`config.mk`:
```
export PLATFORM = sky130hd
export DESIGN_NAME = sync_capture_ctrl_flat
export DESIGN_NICKNAME = d
export VERILOG_FILES = /design/src/rtl/sync_capture_ctrl_if.sv /design/src/rtl/sync_capture_ctrl.sv /design/src/flat_wrapper.sv
export SDC_FILE = /design/constraint.sdc
export NUM_CORES = 1
export LEC_CHECK = 0
export ABC_AREA = 0
export CORE_UTILIZATION = 50
export CTS_BUF_LIST = sky130_fd_sc_hd__clkbuf_16
export DETAILED_ROUTE_END_ITERATION = 10
export PLACE_DENSITY = 0.82
export SYNTH_ARGS = -nofsm -noshare
export SYNTH_HDL_FRONTEND = slang
export SYNTH_SLANG_ARGS = --single-unit
export TNS_END_PERCENT = 20
```
`constraint.sdc`:
```
create_clock -name CLK -period 3.9 [get_ports CLK]
set_input_delay 0.78 -clock CLK [delete_from_list [all_inputs] [get_ports CLK]]
set_output_delay 0.78 -clock CLK [all_outputs]
set_load 0.03 [all_outputs]
```
`src/rtl/sync_capture_ctrl_if.sv`:
```
// MCU-side handshake of the capture controller: the acquisition request
// (Start_Write) and the status/result returned to the MCU.
interface sync_capture_ctrl_if #(
    parameter int CNT_W = 18
);
    logic             Start_Write;
    logic             Write_Ready;
    logic             sync_state_out;
    logic [CNT_W-1:0] Trig_Pos;
    logic             Busy;

    modport master (
        output Start_Write,
        input  Write_Ready, sync_state_out, Trig_Pos, Busy
    );

    modport slave (
        input  Start_Write,
        output Write_Ready, sync_state_out, Trig_Pos, Busy
    );
endinterface

```
`src/rtl/sync_capture_ctrl.sv`:
```
// Trigger detection and capture-window sequencing (IDLE/PRETRIG/ARMED/POST/DONE).
// Optional auto-trigger timeout is built when SYNC_AUTO_TRIG_EN is defined.
module sync_capture_ctrl #(
    parameter int DATA_W = 8,
    parameter int N_CH   = 2,
    parameter int SEL_W  = 1,
    parameter int CNT_W  = 18,
    parameter int DLY_W  = 8
`ifdef SYNC_AUTO_TRIG_EN
    , parameter int AUTO_W = 16
`endif
) (
    input  logic                   CLK,
    input  logic                   nRESET,
    input  logic                   CLK_EN,
    input  logic [N_CH*DATA_W-1:0] DATA_IN,
    input  logic [SEL_W-1:0]       Sync_channel_sel,
    input  logic [DATA_W-1:0]      Trg_Lv_UP,
    input  logic [DATA_W-1:0]      Trg_Lv_DOWN,
    input  logic [1:0]             Trig_Mode,
    input  logic [DLY_W-1:0]       Delay,
    input  logic                   sync_ON,
    input  logic                   Enable_Trig,
    input  logic                   LA_TRIGG_IN,
    input  logic                   LA_OR_OSC_TRIGG,
    input  logic [CNT_W-1:0]       PRE_CNT,
    input  logic [CNT_W-1:0]       WIN_DATA,
`ifdef SYNC_AUTO_TRIG_EN
    input  logic [AUTO_W-1:0]      Auto_Timeout,
    output logic                   Auto_Fired,
`endif
    sync_capture_ctrl_if.slave     mcu
);
    typedef enum logic [2:0] {S_IDLE, S_PRETRIG, S_ARMED, S_POST, S_DONE} state_t;

    state_t            state_q, state_d;
    logic [DATA_W-1:0] sel_sample;
    logic [DATA_W-1:0] sample_q, sample_d;
    logic              la_q, la_d;
    logic              hyst_q, hyst_d;
    logic [DLY_W-1:0]  run_q, run_d;
    logic [CNT_W-1:0]  idx_q, idx_d;
    logic [CNT_W-1:0]  pre_q, pre_d;
    logic [CNT_W-1:0]  post_q, post_d;
    logic [CNT_W-1:0]  trig_pos_q, trig_pos_d;
    logic              raw_cond, qual, hyst_set, fire;
`ifdef SYNC_AUTO_TRIG_EN
    logic [AUTO_W-1:0] to_q, to_d;
    logic              auto_q, auto_d;
`endif

    always_comb begin
        sel_sample = DATA_IN[DATA_W-1:0];
        for (int k = 0; k < N_CH; k++) begin
            if (Sync_channel_sel == SEL_W'(k)) sel_sample = DATA_IN[k*DATA_W +: DATA_W];
        end
    end

    // Trigger condition is judged on the registered sample, one CLK_EN behind DATA_IN.
    always_comb begin
        raw_cond = 1'b0;
        case (Trig_Mode)
            2'd0:    raw_cond = hyst_q && (sample_q >= Trg_Lv_UP);
            2'd1:    raw_cond = hyst_q && (sample_q <= Trg_Lv_DOWN);
            2'd2:    raw_cond = (sample_q > Trg_Lv_UP) || (sample_q < Trg_Lv_DOWN);
            default: raw_cond = (sample_q >= Trg_Lv_DOWN) && (sample_q <= Trg_Lv_UP);
        endcase
        hyst_set = ((Trig_Mode == 2'd0) && (sample_q < Trg_Lv_DOWN)) ||
                   ((Trig_Mode == 2'd1) && (sample_q > Trg_Lv_UP));
        qual     = LA_OR_OSC_TRIGG ? la_q : raw_cond;
    end

    always_comb begin
        state_d    = state_q;
        sample_d   = sample_q;
        la_d       = la_q;
        hyst_d     = (state_q == S_ARMED) ? hyst_q : 1'b0;
        run_d      = (state_q == S_ARMED) ? run_q : '0;
        idx_d      = idx_q;
        pre_d      = pre_q;
        post_d     = post_q;
        trig_pos_d = trig_pos_q;
        fire       = 1'b0;
`ifdef SYNC_AUTO_TRIG_EN
        to_d       = (state_q == S_ARMED) ? to_q : '0;
        auto_d     = (state_q == S_IDLE) ? 1'b0 : auto_q;
`endif
        if (CLK_EN) begin
            sample_d = sel_sample;
            la_d     = LA_TRIGG_IN;
        end

        if (!mcu.Start_Write) begin
            // Abort takes effect on the next CLK edge, independent of CLK_EN.
            state_d = S_IDLE;
            idx_d   = '0;
            pre_d   = '0;
            post_d  = '0;
            hyst_d  = 1'b0;
            run_d   = '0;
`ifdef SYNC_AUTO_TRIG_EN
            to_d    = '0;
            auto_d  = 1'b0;
`endif
        end else if (CLK_EN) begin
            if ((state_q inside {S_PRETRIG, S_ARMED, S_POST}) && (idx_q != '1))
                idx_d = idx_q + 1'b1;
            unique case (state_q)
                S_IDLE: begin
                    state_d = S_PRETRIG;
                    idx_d   = '0;
                    pre_d   = '0;
                end
                S_PRETRIG: begin
                    pre_d = pre_q + 1'b1;
                    if ((PRE_CNT == '0) || (pre_d == PRE_CNT)) state_d = S_ARMED;
                end
                S_ARMED: begin
                    if (qual) run_d = (run_q == '1) ? run_q : run_q + 1'b1;
                    else      run_d = '0;
                    if (hyst_set) hyst_d = 1'b1;
                    fire = !sync_ON || (Enable_Trig && qual && (run_q == Delay));
`ifdef SYNC_AUTO_TRIG_EN
                    // A genuine trigger in the same sample wins, leaving Auto_Fired low.
                    if (sync_ON) begin
                        to_d = (to_q == '1) ? to_q : to_q + 1'b1;
                        if (!fire && (Auto_Timeout != '0) && (to_d == Auto_Timeout)) begin
                            fire   = 1'b1;
                            auto_d = 1'b1;
                        end
                    end
`endif
                    if (fire) begin
                        state_d    = S_POST;
                        trig_pos_d = idx_q;
                        post_d     = '0;
                        hyst_d     = 1'b0;
                        run_d      = '0;
                    end
                end
                S_POST: begin
                    post_d = post_q + 1'b1;
                    if ((WIN_DATA == '0) || (post_d == WIN_DATA)) state_d = S_DONE;
                end
                default: ;
            endcase
        end
    end

    always_ff @(posedge CLK or negedge nRESET) begin
        if (!nRESET) begin
            state_q    <= S_IDLE;
            sample_q   <= '0;
            la_q       <= 1'b0;
            hyst_q     <= 1'b0;
            run_q      <= '0;
            idx_q      <= '0;
            pre_q      <= '0;
            post_q     <= '0;
            trig_pos_q <= '0;
`ifdef SYNC_AUTO_TRIG_EN
            to_q       <= '0;
            auto_q     <= 1'b0;
`endif
        end else begin
            state_q    <= state_d;
            sample_q   <= sample_d;
            la_q       <= la_d;
            hyst_q     <= hyst_d;
            run_q      <= run_d;
            idx_q      <= idx_d;
            pre_q      <= pre_d;
            post_q     <= post_d;
            trig_pos_q <= trig_pos_d;
`ifdef SYNC_AUTO_TRIG_EN
            to_q       <= to_d;
            auto_q     <= auto_d;
`endif
        end
    end

    assign mcu.Write_Ready    = mcu.Start_Write && (state_q == S_DONE);
    assign mcu.sync_state_out = (state_q == S_ARMED);
    assign mcu.Busy           = (state_q inside {S_PRETRIG, S_ARMED, S_POST});
    assign mcu.Trig_Pos       = trig_pos_q;
`ifdef SYNC_AUTO_TRIG_EN
    assign Auto_Fired         = auto_q;
`endif
endmodule
```
`src/flat_wrapper.sv`:
```
// flat-port wrapper written by rule: the top's interface ports become plain ports
module sync_capture_ctrl_flat 
#(
    parameter int DATA_W = 8,
    parameter int N_CH   = 2,
    parameter int SEL_W  = 1,
    parameter int CNT_W  = 18,
    parameter int DLY_W  = 8

)
  (CLK, nRESET, CLK_EN, DATA_IN, Sync_channel_sel, Trg_Lv_UP, Trg_Lv_DOWN, Trig_Mode, Delay, sync_ON, Enable_Trig, LA_TRIGG_IN, LA_OR_OSC_TRIGG, PRE_CNT, WIN_DATA, mcu_Start_Write, mcu_Write_Ready, mcu_sync_state_out, mcu_Trig_Pos, mcu_Busy);
  sync_capture_ctrl_if #(.CNT_W(CNT_W)) mcu_i ();
  input  logic CLK;
  input  logic nRESET;
  input  logic CLK_EN;
  input  logic [N_CH*DATA_W-1:0] DATA_IN;
  input  logic [SEL_W-1:0] Sync_channel_sel;
  input  logic [DATA_W-1:0] Trg_Lv_UP;
  input  logic [DATA_W-1:0] Trg_Lv_DOWN;
  input  logic [1:0] Trig_Mode;
  input  logic [DLY_W-1:0] Delay;
  input  logic sync_ON;
  input  logic Enable_Trig;
  input  logic LA_TRIGG_IN;
  input  logic LA_OR_OSC_TRIGG;
  input  logic [CNT_W-1:0] PRE_CNT;
  input  logic [CNT_W-1:0] WIN_DATA;
  input wire logic [$bits(mcu_i.Start_Write)-1:0] mcu_Start_Write;
  output wire logic [$bits(mcu_i.Write_Ready)-1:0] mcu_Write_Ready;
  output wire logic [$bits(mcu_i.sync_state_out)-1:0] mcu_sync_state_out;
  output wire logic [$bits(mcu_i.Trig_Pos)-1:0] mcu_Trig_Pos;
  output wire logic [$bits(mcu_i.Busy)-1:0] mcu_Busy;
  assign mcu_i.Start_Write = mcu_Start_Write;
  assign mcu_Write_Ready = mcu_i.Write_Ready;
  assign mcu_sync_state_out = mcu_i.sync_state_out;
  assign mcu_Trig_Pos = mcu_i.Trig_Pos;
  assign mcu_Busy = mcu_i.Busy;
  sync_capture_ctrl #(.DATA_W(DATA_W), .N_CH(N_CH), .SEL_W(SEL_W), .CNT_W(CNT_W), .DLY_W(DLY_W)) u_core (.CLK(CLK), .nRESET(nRESET), .CLK_EN(CLK_EN), .DATA_IN(DATA_IN), .Sync_channel_sel(Sync_channel_sel), .Trg_Lv_UP(Trg_Lv_UP), .Trg_Lv_DOWN(Trg_Lv_DOWN), .Trig_Mode(Trig_Mode), .Delay(Delay), .sync_ON(sync_ON), .Enable_Trig(Enable_Trig), .LA_TRIGG_IN(LA_TRIGG_IN), .LA_OR_OSC_TRIGG(LA_OR_OSC_TRIGG), .PRE_CNT(PRE_CNT), .WIN_DATA(WIN_DATA), .mcu(mcu_i));
endmodule
```
==> results.sh, run 1 <==
export IMPL_status="complete, no violations"
export IMPL_critPathCaptureType="register"
export IMPL_clock_path_buffers=2
export IMPL_clk_pin_slew_ns=0.07
export IMPL_synthXorXnorAreaFrac_pct=9.703
export IMPL_cpPeakStageDelay_ns=0.48
export IMPL_gp_congestion=0.9009
export IMPL_power_density_mw_per_mm2=339.5
export IMPL_vias=5895
export IMPL_swShare_pct=31.93
export IMPL_grt_ovfl_total=0
export IMPL_postCtsHoldBufs=0
export IMPL_final_setup_skew_ns=0.008214
export IMPL_hold_class="input port to async pin"
export IMPL_antenna_cells=0
export IMPL_die_area_mm2=0.01291
export IMPL_finalPower_mw=2.647
export IMPL_synth_edf_count=0
export IMPL_path_buf_inv=3
export IMPL_rr_worst_depth=9
export IMPL_cp_top_family="compound AO/OA/AOI/OAI gates"
export IMPL_path_depth=13
export IMPL_finalNonFillerCells=989
export IMPL_grt_max_degree=46
export IMPL_critPathLaunchType="input port"
export IMPL_place_hpwl_um=11770
export IMPL_fmax_mhz=292.4
export IMPL_initial_core_util_pct=51.64
export IMPL_synthTopCellsByCount="dfrtp_1, o21ai_0, nor2_1, nand2_1, nand3_1"
export IMPL_cts_tree="built"
export IMPL_synth_area_mm2=0.006228
export IMPL_cts_made_buffers=9
export IMPL_antenna_found_initial=0
export IMPL_yosysMostFrequentCell="dfrtp_1"
export IMPL_cap_violations=0
export IMPL_htreeDepth=3
export IMPL_ys_seq_area_share_pct=37.36
export IMPL_synth_top_family_by_area="simple AND/OR/NAND/NOR gates"
export IMPL_synth_top_area_share_pct=37.36
export IMPL_synth_compound_area_share_pct=17.06
export IMPL_coreArea_mm2=0.01206
export IMPL_finalCritPeriodShare_pct=87.68
export IMPL_ys_ff_latch=93
export IMPL_drtPass1Iterations=5
export IMPL_post_cts_buffers=0
export IMPL_place_area_mm2=0.007483
export IMPL_grt_pass1_vias=5524
export IMPL_timing_hold_violations_final=0
export IMPL_placementRows=40
export IMPL_ant_nets=0
export IMPL_syn_nets=824
export IMPL_wl_per_cell_um=16.08
export IMPL_maxSlewViolCount=0
export IMPL_intPower_mw=1.802
export IMPL_die_w_um=113.6
export IMPL_syn_instance_count=717
export IMPL_crit_arrival_ns=3.64
export IMPL_p_comb_share_pct=24.8
export IMPL_setup_worst_path_class="input port to register"
export IMPL_synth_avg_cell_area_um2=8.687
export IMPL_finalWirelength_um=15900
export IMPL_worst_endpoint_required_ns=4.12
export IMPL_cts_sinks=93
export IMPL_power_switching_mw=0.8450
export IMPL_drt_initial_drc_count=439
export IMPL_pwr_share_clk_pct=34.9
export IMPL_final_util_pct=64.63
export IMPL_vias_per_cell=5.961
export IMPL_leakagePower_nw=3.293
export IMPL_worstPathCellList="clkdlybuf4s50_1 > inv_1 > ha_1 > or3b_2 > o2111ai_1 > a21oi_1 > o311ai_0 > a31oi_1 > o211ai_1 > nand2_1 > nand4_2 > buf_12 > mux2_2"
export IMPL_vdd_drop_max_mv=0.1906
export IMPL_drive_gt1_share_pct=7.674
export IMPL_dp_cells=973
export IMPL_ys_flop_type="dfrtp_1"
export IMPL_netlist_top_cells_area="dfrtp_1, o21ai_0, xnor2_1, xor2_1, ha_1"
export IMPL_worst_pin_slew_ns=0.9099
export IMPL_final_setup_viol_count=0
export IMPL_die_height_um=113.6
export IMPL_synthMuxAreaShare_pct=5.544
export IMPL_tns_ns=0
export IMPL_ioPinCount=108
export IMPL_ctsResizeCount=0
export IMPL_synthArstFlopShare_pct=100.0
export IMPL_syn2layout_area_growth_pct=25.15
export IMPL_yosys_area_share_adder_pct=4.018
export IMPL_drc_errors=0
export IMPL_period_minus_slack_ns=3.420
export IMPL_crit_slowest_cell="or3b_2"
export IMPL_grt_pass1_wl_um=25990
export IMPL_fin_area_mm2=0.007795
export IMPL_rsz0062_at_grt="no"
export IMPL_port_buffers=107
export IMPL_power_frac_seq_pct=40.4
export IMPL_slew_headroom_pct=39.17
export IMPL_synth_warnings=0
export IMPL_yosys_area_share_simple_pct=22.72
export IMPL_fillers=991
export IMPL_crit_path_max_fanout=18
export IMPL_yosysTopAreaCell="dfrtp_1"
export IMPL_clock_root_buffer="clkbuf_16"
export IMPL_clk_latency_ns=0.34
export IMPL_nets=923
export IMPL_ys_types=58
export IMPL_grtUsageTotal_pct=24.95
## layout make-up
cell class / count / area, µm² / share of cell area [%]
tap: 168 / 210.2 / 2.697
multi-input combinational: 568 / 3677 / 47.17
timing repair buffer: 120 / 1179 / 15.12
clock buffer: 9 / 225.2 / 2.889
clock inverter: 7 / 86.33 / 1.108
inverter: 24 / 90.09 / 1.156
sequential: 93 / 2327 / 29.86
## flip-flops by register name (all words and copies together) (netlist names)
register and count:
u_core.idx_q 18, u_core.post_q 18, u_core.state_q 3, u_core.la_q 1
u_core.run_q 8, u_core.mcu.Trig_Pos 18, u_core.sample_q 8, u_core.hyst_q 1
u_core.pre_q 18
## through the flow
step | hold slack (ns) | setup slack, ns
after floorplan | 0.4603 | 0.7357
after global placement | 0.4888 | 0.2365
after detailed placement | 0.4929 | 0.1573
after CTS | 0.4694 | 0.4950
after global routing | 0.4890 | 0.3272
final | 0.4526 | 0.4805
## per-layer routing
metal,routed length (µm),up-vias,global-route usage (%)
li1,-,2813,-
met2,7669,222,41.67
met5,0,-,0
met1,7068,2832,33.18
met3,870,28,3.188
met4,294,0,9.386
## power by group through the flow
stage / Clock [mW] / Combinational (mW) / Sequential [mW]
floorplan: 0 / 0.388 / 1.06
global placement: 0 / 0.626 / 1.08
detailed placement: 0 / 0.648 / 1.09
CTS: 0.934 / 0.655 / 1.07
global route: 0.976 / 0.720 / 1.08
finish: 0.923 / 0.655 / 1.07
## placed cells by master (no fill, tap or decap), drive strengths merged, types with 8 or more instances in the layout
cell           synthesis  layout
dfrtp                 93      93
nand3                 50      50
nor3                  20      20
inv                   24      28
nand4                 18      18
nor2                  54      54
a21oi                 42      42
and3                  24      24
o21ai                 70      70
nor2b                  9       9
o31ai                 19      19
xor2                  31      31
mux2i                 12      12
xnor2                 38      38
and2                   8       8
o211ai                 8       8
nand2                 49      49
clkdlybuf4s50          0     106
ha                    20      20
mux2                  20      20
buf                    8      14
a31oi                 10      10
clkbuf                24       9
nor4                  16      16
## kinds of logic after synthesis
family / Yosys count
mux: 32
simple gates: 271
buf+inv: 56
xor+xnor: 69
compound gates: 176
flops: 93
fa+ha+maj: 20
## worst paths after layout
| kind | from | end | slack (ns) |
|---|---|---|---|
| max in group asynchronous | nRESET | u_core.post_q[0] | 2.69 |
| hold reg to reg | u_core.mcu.Trig_Pos[10] | u_core.mcu.Trig_Pos[10] | 0.51 |
| min in group CLK | u_core.mcu.Trig_Pos[10] | u_core.mcu.Trig_Pos[10] | 0.51 |
| setup reg to reg | u_core.post_q[2] | u_core.state_q[1] | 0.70 |
| setup / recovery | Trg_Lv_UP[1] | u_core.mcu.Trig_Pos[4] | 0.48 |
| hold / removal | nRESET | u_core.pre_q[5] | 0.45 |
(Power assumes the default switching activity.)
==> run 2, diff against run 1 <==
SKIP_LAST_GASP = 1   (was default)
==> results of run 2 <==
The final DEF is identical to that of run 1; final timing and power are the same.
==> run 3, diff against run 2 <==
HOLD_SLACK_MARGIN = 0.1   (was default)
SKIP_CTS_REPAIR_TIMING = 1   (was default)
==> results of run 3 <==
The final DEF is identical to that of run 1; final timing and power are the same.
